### src/rtl/ram_bist_pkg.sv
// Shared constants and pattern helpers for the ram_bist_seq RAM test sequencer.
package ram_bist_pkg;

  localparam logic [2:0] StIdle  = 3'd0;
  localparam logic [2:0] StClr   = 3'd1;
  localparam logic [2:0] StWrite = 3'd2;
  localparam logic [2:0] StRead  = 3'd3;
  localparam logic [2:0] StDrain = 3'd4;
  localparam logic [2:0] StDone  = 3'd5;

  localparam logic [1:0] ModeAddr = 2'd0;
  localparam logic [1:0] ModeInv  = 2'd1;
  localparam logic [1:0] ModeChk  = 2'd2;
  localparam logic [1:0] ModeLfsr = 2'd3;

  localparam logic [15:0] LfsrTaps = 16'hB400;

  function automatic logic [15:0] lfsr_next(input logic [15:0] s);
    return (s >> 1) ^ (s[0] ? LfsrTaps : 16'h0000);
  endfunction

  // Result is 16 bits wide; callers keep the low dw bits.
  function automatic logic [15:0] pattern(input logic [1:0] mode, input logic [15:0] addr,
                                          input logic [15:0] lfsr, input int unsigned dw);
    logic [15:0] chk;
    for (int i = 0; i < 16; i++) begin
      chk[i] = (i % 2 == 1) ^ addr[0];
    end
    // Odd widths: the leftover MSB follows the inverse of the address parity.
    if (dw % 2 == 1) begin
      chk[4'(dw - 1)] = ~addr[0];
    end
    case (mode)
      ModeAddr: pattern = addr;
      ModeInv:  pattern = ~addr;
      ModeChk:  pattern = chk;
      default:  pattern = lfsr;
    endcase
  endfunction

endpackage

### src/rtl/ram_pattern_gen.sv
// Pattern source for ram_bist_seq: latches the mode on start and owns the Galois LFSR.
module ram_pattern_gen
  import ram_bist_pkg::*;
#(
  parameter int unsigned AW   = 8,
  parameter int unsigned DW   = 8,
  parameter logic [15:0] SEED = 16'hACE1
) (
  input  logic          clk_i,
  input  logic          rst_i,
  input  logic          latch_i,
  input  logic [1:0]    mode_i,
  input  logic          load_seed_i,
  input  logic          step_i,
  input  logic [AW-1:0] addr_i,
  output logic [DW-1:0] data_o
);

  logic [1:0]  mode_q;
  logic [15:0] lfsr_q, lfsr_d;

  always_comb begin
    lfsr_d = lfsr_q;
    if (load_seed_i) begin
      lfsr_d = SEED;
    end else if (step_i) begin
      lfsr_d = lfsr_next(lfsr_q);
    end
  end

  always_ff @(posedge clk_i or posedge rst_i) begin
    if (rst_i) begin
      mode_q <= ModeAddr;
      lfsr_q <= SEED;
    end else begin
      if (latch_i) begin
        mode_q <= mode_i;
      end
      lfsr_q <= lfsr_d;
    end
  end

  assign data_o = DW'(pattern(mode_q, 16'(addr_i), lfsr_q, DW));

endmodule

### src/rtl/ram_bist_seq.sv
// RAM test sequencer: clear, write a pattern sweep, read back and count mismatches.
// Define RAM_BIST_ERR_LOG_EN to add first-error address/data capture outputs.
module ram_bist_seq
  import ram_bist_pkg::*;
#(
  parameter int unsigned AW     = 8,
  parameter int unsigned DW     = 8,
  parameter int unsigned RD_LAT = 1,
  parameter int unsigned CNT_W  = 8,
  parameter logic [15:0] SEED   = 16'hACE1
) (
  input  logic             clk_i,
  input  logic             rst_i,
  input  logic             start_i,
  input  logic [1:0]       mode_i,
  output logic             busy_o,
  output logic             done_o,
  output logic             pass_o,
  output logic [CNT_W-1:0] err_cnt_o,
  output logic             ram_aclr_o,
  output logic             ram_wren_o,
  output logic [AW-1:0]    ram_addr_o,
  output logic [DW-1:0]    ram_data_o,
  input  logic [DW-1:0]    ram_q_i
`ifdef RAM_BIST_ERR_LOG_EN
  ,
  output logic [AW-1:0]    first_err_addr_o,
  output logic [DW-1:0]    first_err_data_o,
  output logic             err_seen_o
`endif
);

  localparam logic [AW-1:0] LastAddr = {AW{1'b1}};

  logic [2:0]       state_q, state_d;
  logic [AW-1:0]    addr_q, addr_d;
  logic [2:0]       drain_q, drain_d;
  logic [CNT_W-1:0] err_q, err_d;
  logic             pass_q, pass_d;
  logic [DW-1:0]    exp_q [RD_LAT];
  logic [RD_LAT-1:0] vld_q;
  logic             start_ok, load_seed, step, mismatch;
  logic [DW-1:0]    pat;

  assign start_ok = (state_q == StIdle) && start_i;

  ram_pattern_gen #(
    .AW   (AW),
    .DW   (DW),
    .SEED (SEED)
  ) u_pattern_gen (
    .clk_i       (clk_i),
    .rst_i       (rst_i),
    .latch_i     (start_ok),
    .mode_i      (mode_i),
    .load_seed_i (load_seed),
    .step_i      (step),
    .addr_i      (addr_q),
    .data_o      (pat)
  );

  always_comb begin
    state_d   = state_q;
    addr_d    = addr_q;
    drain_d   = drain_q;
    load_seed = 1'b0;
    step      = 1'b0;
    case (state_q)
      StIdle: begin
        if (start_i) state_d = StClr;
      end
      StClr: begin
        state_d   = StWrite;
        addr_d    = '0;
        load_seed = 1'b1;
      end
      StWrite: begin
        // Reseed so the read sweep regenerates the write sequence.
        if (addr_q == LastAddr) begin
          state_d   = StRead;
          addr_d    = '0;
          load_seed = 1'b1;
        end else begin
          addr_d = addr_q + 1'b1;
          step   = 1'b1;
        end
      end
      StRead: begin
        if (addr_q == LastAddr) begin
          state_d = StDrain;
          drain_d = '0;
        end else begin
          addr_d = addr_q + 1'b1;
          step   = 1'b1;
        end
      end
      StDrain: begin
        if (drain_q == 3'(RD_LAT - 1)) state_d = StDone;
        else drain_d = drain_q + 3'd1;
      end
      StDone: begin
        state_d = StIdle;
        addr_d  = '0;
      end
      default: state_d = StIdle;
    endcase
  end

  assign mismatch = vld_q[RD_LAT-1] && (ram_q_i != exp_q[RD_LAT-1]);

  always_comb begin
    err_d  = err_q;
    pass_d = pass_q;
    if (start_ok) begin
      err_d  = '0;
      pass_d = 1'b0;
    end else if (mismatch && (err_q != {CNT_W{1'b1}})) begin
      err_d = err_q + 1'b1;
    end
    // The last compare lands on the same edge that enters DONE.
    if (state_q == StDrain && state_d == StDone) begin
      pass_d = (err_d == '0);
    end
  end

  always_ff @(posedge clk_i or posedge rst_i) begin
    if (rst_i) begin
      state_q <= StIdle;
      addr_q  <= '0;
      drain_q <= '0;
      err_q   <= '0;
      pass_q  <= 1'b0;
      vld_q   <= '0;
      for (int i = 0; i < RD_LAT; i++) exp_q[i] <= '0;
    end else begin
      state_q <= state_d;
      addr_q  <= addr_d;
      drain_q <= drain_d;
      err_q   <= err_d;
      pass_q  <= pass_d;
      for (int i = RD_LAT - 1; i > 0; i--) begin
        vld_q[i] <= vld_q[i-1];
        exp_q[i] <= exp_q[i-1];
      end
      vld_q[0] <= (state_q == StRead);
      exp_q[0] <= pat;
    end
  end

  assign busy_o     = (state_q != StIdle);
  assign done_o     = (state_q == StDone);
  assign pass_o     = pass_q;
  assign err_cnt_o  = err_q;
  assign ram_aclr_o = (state_q == StClr);
  assign ram_wren_o = (state_q == StWrite);
  assign ram_addr_o = addr_q;
  assign ram_data_o = (state_q == StWrite) ? pat : '0;

`ifdef RAM_BIST_ERR_LOG_EN
  logic [AW-1:0] eaddr_q [RD_LAT];
  logic [AW-1:0] fea_q;
  logic [DW-1:0] fed_q;
  logic          seen_q;

  always_ff @(posedge clk_i or posedge rst_i) begin
    if (rst_i) begin
      for (int i = 0; i < RD_LAT; i++) eaddr_q[i] <= '0;
      fea_q  <= '0;
      fed_q  <= '0;
      seen_q <= 1'b0;
    end else begin
      for (int i = RD_LAT - 1; i > 0; i--) eaddr_q[i] <= eaddr_q[i-1];
      eaddr_q[0] <= addr_q;
      if (start_ok) begin
        fea_q  <= '0;
        fed_q  <= '0;
        seen_q <= 1'b0;
      end else if (mismatch && !seen_q) begin
        fea_q  <= eaddr_q[RD_LAT-1];
        fed_q  <= ram_q_i;
        seen_q <= 1'b1;
      end
    end
  end

  assign first_err_addr_o = fea_q;
  assign first_err_data_o = fed_q;
  assign err_seen_o       = seen_q;
`endif

endmodule

### config.mk
export PLATFORM = sky130hd
export DESIGN_NAME = ram_bist_seq
export DESIGN_NICKNAME = d
export VERILOG_FILES = /design/src/rtl/ram_bist_pkg.sv /design/src/rtl/ram_pattern_gen.sv /design/src/rtl/ram_bist_seq.sv
export SDC_FILE = /design/constraint.sdc
export NUM_CORES = 1
export LEC_CHECK = 0
export CAP_MARGIN = 40
export CORE_ASPECT_RATIO = 0.8
export CORE_UTILIZATION = 58
export DETAILED_ROUTE_END_ITERATION = 6
export PLACE_DENSITY_LB_ADDON = 0.1
export SETUP_SLACK_MARGIN = 0.2
export SLEW_MARGIN = 30
export SYNTH_ARGS = -nofsm -noshare
export SYNTH_HDL_FRONTEND = slang
export SYNTH_SLANG_ARGS = --single-unit
### constraint.sdc
create_clock -name clk_i -period 4.8 [get_ports clk_i]
set_clock_uncertainty 0.1 [all_clocks]
set_input_delay 0.96 -clock clk_i [delete_from_list [all_inputs] [get_ports clk_i]]
set_output_delay 0.96 -clock clk_i [all_outputs]
set_load 0.005 [all_outputs]
==> metrics.csv <==
metric;value;unit
ctsResizeCount;0;
cp-start-kind;register;
drive_above_1_share;9.71;%
ys_warn_count;0;
cts_buffers;5;
ys_ff_latch;50;
r2r_end;ram_addr_o[6]$_DFFE_PP0P_;
area.growth.synth_to_final;20.0;%
clock_latency;310;ps
cp-end-kind;primary output;
numPortBuffers;41;
antenna_found_initial;0;
min_to;u_pattern_gen.lfsr_q[15]$_DFFE_PP1P_;
reg2reg_from;ram_addr_o[0]$_DFFE_PP0P_;
ctsHtreeMaxLevel;2;
instances_no_fill;397;
ff2ff_path_depth;7;
setup_tns;0;ps
drtPass1Iterations;4;
finalCriticalPeriod;3270;ps
hold_path_class;reg2reg;
clk_pin_slew;90;ps
die_w;77.9;µm
crit_type;reg2out;
drv_slew;0;
syn_avg_cell_area;8.85;µm²
crit_fanout;19;
vias_per_cell;5.58;
leakage;0.00135;µW
multi_input_area;1320;µm²
start_util;62.0;%
postPlaceCellArea;3100;µm²
max_freq;306;MHz
fp.dieArea;4890;µm²
diodes;0;
cp_slowest_stage_delay;580;ps
tritoncts;done;
regToRegSetupSlack;2490;ps
cp.required;3740;ps
drt_iter0_drc;233;
hold_depth;2;
dp_hpwl;4290;µm
regArea;1260;µm²
finalWirelength;5990;µm
irDropWorstVdd;0.203;mV
syn_inst;302;
finalWeightedCongestion;0.890;
grtUsageTotal;26.2;%
fin_crit_sh;68.1;%
finalSetupViolCount;0;
syn_area;2670;µm²
fin_area;3210;µm²
fillCellCount;330;
cap_violations;0;
powerDensity;230;nW/µm²
post-cts-setup-buffers;0;
finalHoldViolCount;0;
cts-root-buf;clkbuf_8;
maxSlewHeadroom;50.6;%
rsz0062_at_grt;false;
dp_cells;389;
grt_max_degree;51;
grt_pass1_wl;9760;µm
wl_per_cell;15.1;µm
tightest_slew;741;ps
grt_pass1_vias;1983;
final_util;74.4;%
drc_errors;0;
cp_slowest_cell;dfrtp_1;
vias;2217;
synth.top_cell.area_share;39.3;%
nets;356;
hold_start;u_pattern_gen.lfsr_q[15]$_DFFE_PP1P_;
worstPathCellList;or2_2 > a31oi_1 > and2_1 > clkdlybuf4s50_1;
core_area;4310;µm²
synthDistinctLibCells;45;
clockBufferDepth;2;
ioPinCount;42;
synth_ff_type;dfrtp_1;
postRouteAntennaNets;0;
yosys-top-cells-area;dfrtp_1 (39%), nand2_1 (8.4%), dfstp_2 (7.9%), a21oi_1 (4.7%), nor2_1 (4.1%);
outcome;completed;
die_h;62.7;µm
worst_hold_slack;399;ps
cts.sinks;50;
rows;21;
synth_edf_count;0;
syn-num-nets;319;
worstPathArrival;2210;ps
overflow;0;
cts_hold_buffers;0;
seq_area_frac_synth;47.2;%
synth_top_area_cell;dfrtp_1;
ys_async_sr_fraction;100;%
## per-layer routing
layer / track usage [%] / wire length, µm / vias up
li1: - / - / 1091
met1: 39.0 / 2730 / 1038
met2: 39.4 / 2730 / 83
met3: 4.96 / 472 / 5
met4: 7.18 / 49 / 0
met5: 0 / 0 / -
## synthesized netlist by cell type, types with 2 or more instances
master / count
nand3_1: 16
nor3_1: 4
dfrtp_1: 42
buf_6: 2
nand2_1: 60
xor2_1: 9
or2_2: 5
mux2i_1: 3
nor2b_1: 2
dfstp_2: 8
nand2b_1: 2
o21ai_0: 8
a211oi_1: 2
clkbuf_1: 7
o22ai_1: 2
nor4_2: 2
a21oi_1: 25
and2_1: 13
ha_1: 4
xnor2_1: 12
or3_2: 2
buf_2: 2
and3_1: 4
o211ai_1: 4
a31oi_1: 6
inv_1: 9
nor2_1: 29
## worst max-delay path by stage
stage	start	end	slack (ps)	depth (start not counted)
after detailed placement	ram_q_i[7]	pass_o$_DFFE_PP0P_	1710	7
after global routing	u_pattern_gen.mode_q[1]$_DFFE_PP0P_	ram_data_o[4]	1450	6
after global placement	ram_q_i[3]	pass_o$_DFFE_PP0P_	1820	7
after CTS	u_pattern_gen.mode_q[1]$_DFFE_PP0P_	ram_data_o[3]	1570	4
after floorplan	ram_q_i[7]	pass_o$_DFFE_PP0P_	2430	7
final	u_pattern_gen.mode_q[1]$_DFFE_PP0P_	ram_data_o[3]	1530	4
## cell usage in the layout, fill, tap and decap left out, types with 2 or more instances in the layout
master            n
nand3_1          16
nand2_1          60
a31oi_1           6
clkbuf_8          5
nor3_1            4
dfrtp_1          42
a21oi_1          25
xnor2_1          12
nand2b_1          2
xor2_1            9
clkdlybuf4s50_1  41
a211oi_1          2
inv_1             8
dfstp_2           8
o211ai_1          4
nor2b_1           2
clkinv_2          2
or3_2             2
ha_1              4
o22ai_1           2
mux2i_1           3
and2_1           13
or2_2             5
nor2_1           29
nor4_2            2
o21ai_0           8
and3_1            4
## registers in the layout (all words and copies together), names as in the netlist
signal,flops
u_pattern_gen.lfsr_q,16
err_cnt_o,8
exp_q,8
ram_addr_o,8
drain_q,3
state_q,3
u_pattern_gen.mode_q,2
pass_o,1
vld_q,1
## where the power goes
group	internal, µW	switching (µW)	leakage, µW
logic	10.9	12.3	0.000711
clock network	153	141	0.0000579
registers	421	0.271	0.000584
total	586	154	0.00135
## worst max-delay path, delay by kind of cell, from the launching register on
family	cells	cell delay (ps)
flip-flops	1	580
buffers and inverters	1	500
AND/OR/NAND/NOR	2	540
AO/OA/AOI/OAI	1	270
## cell type report
cell class	instances	share of cell area [%]
Sequential cell	50	39.3
Clock inverter	3	1.25
Multi-Input combinational cell	231	41.0
Timing Repair Buffer	41	12.8
Inverter	10	1.25
Tap cell	57	2.22
Clock buffer	5	2.15
## cells by family (layout without fill, tap and decap cells)
kind of cell	Yosys count	count (layout)	synth area share (%)
simple gates	148	148	26.8
xor+xnor	21	21	6.88
mux	4	4	1.54
buf+inv	21	59	3.60
flops	50	50	47.2
compound gates	54	54	12.2
fa+ha+maj	4	4	1.87
## stage by stage
stage / worst slack, ps / total power [µW]
2_1_floorplan: 2430 / 440
3_3_place_gp: 1820 / 453
3_5_place_dp: 1710 / 454
4_1_cts: 1570 / 742
5_1_grt: 1450 / 763
6_report: 1530 / 739
Power figures use the tool's default switching activity.
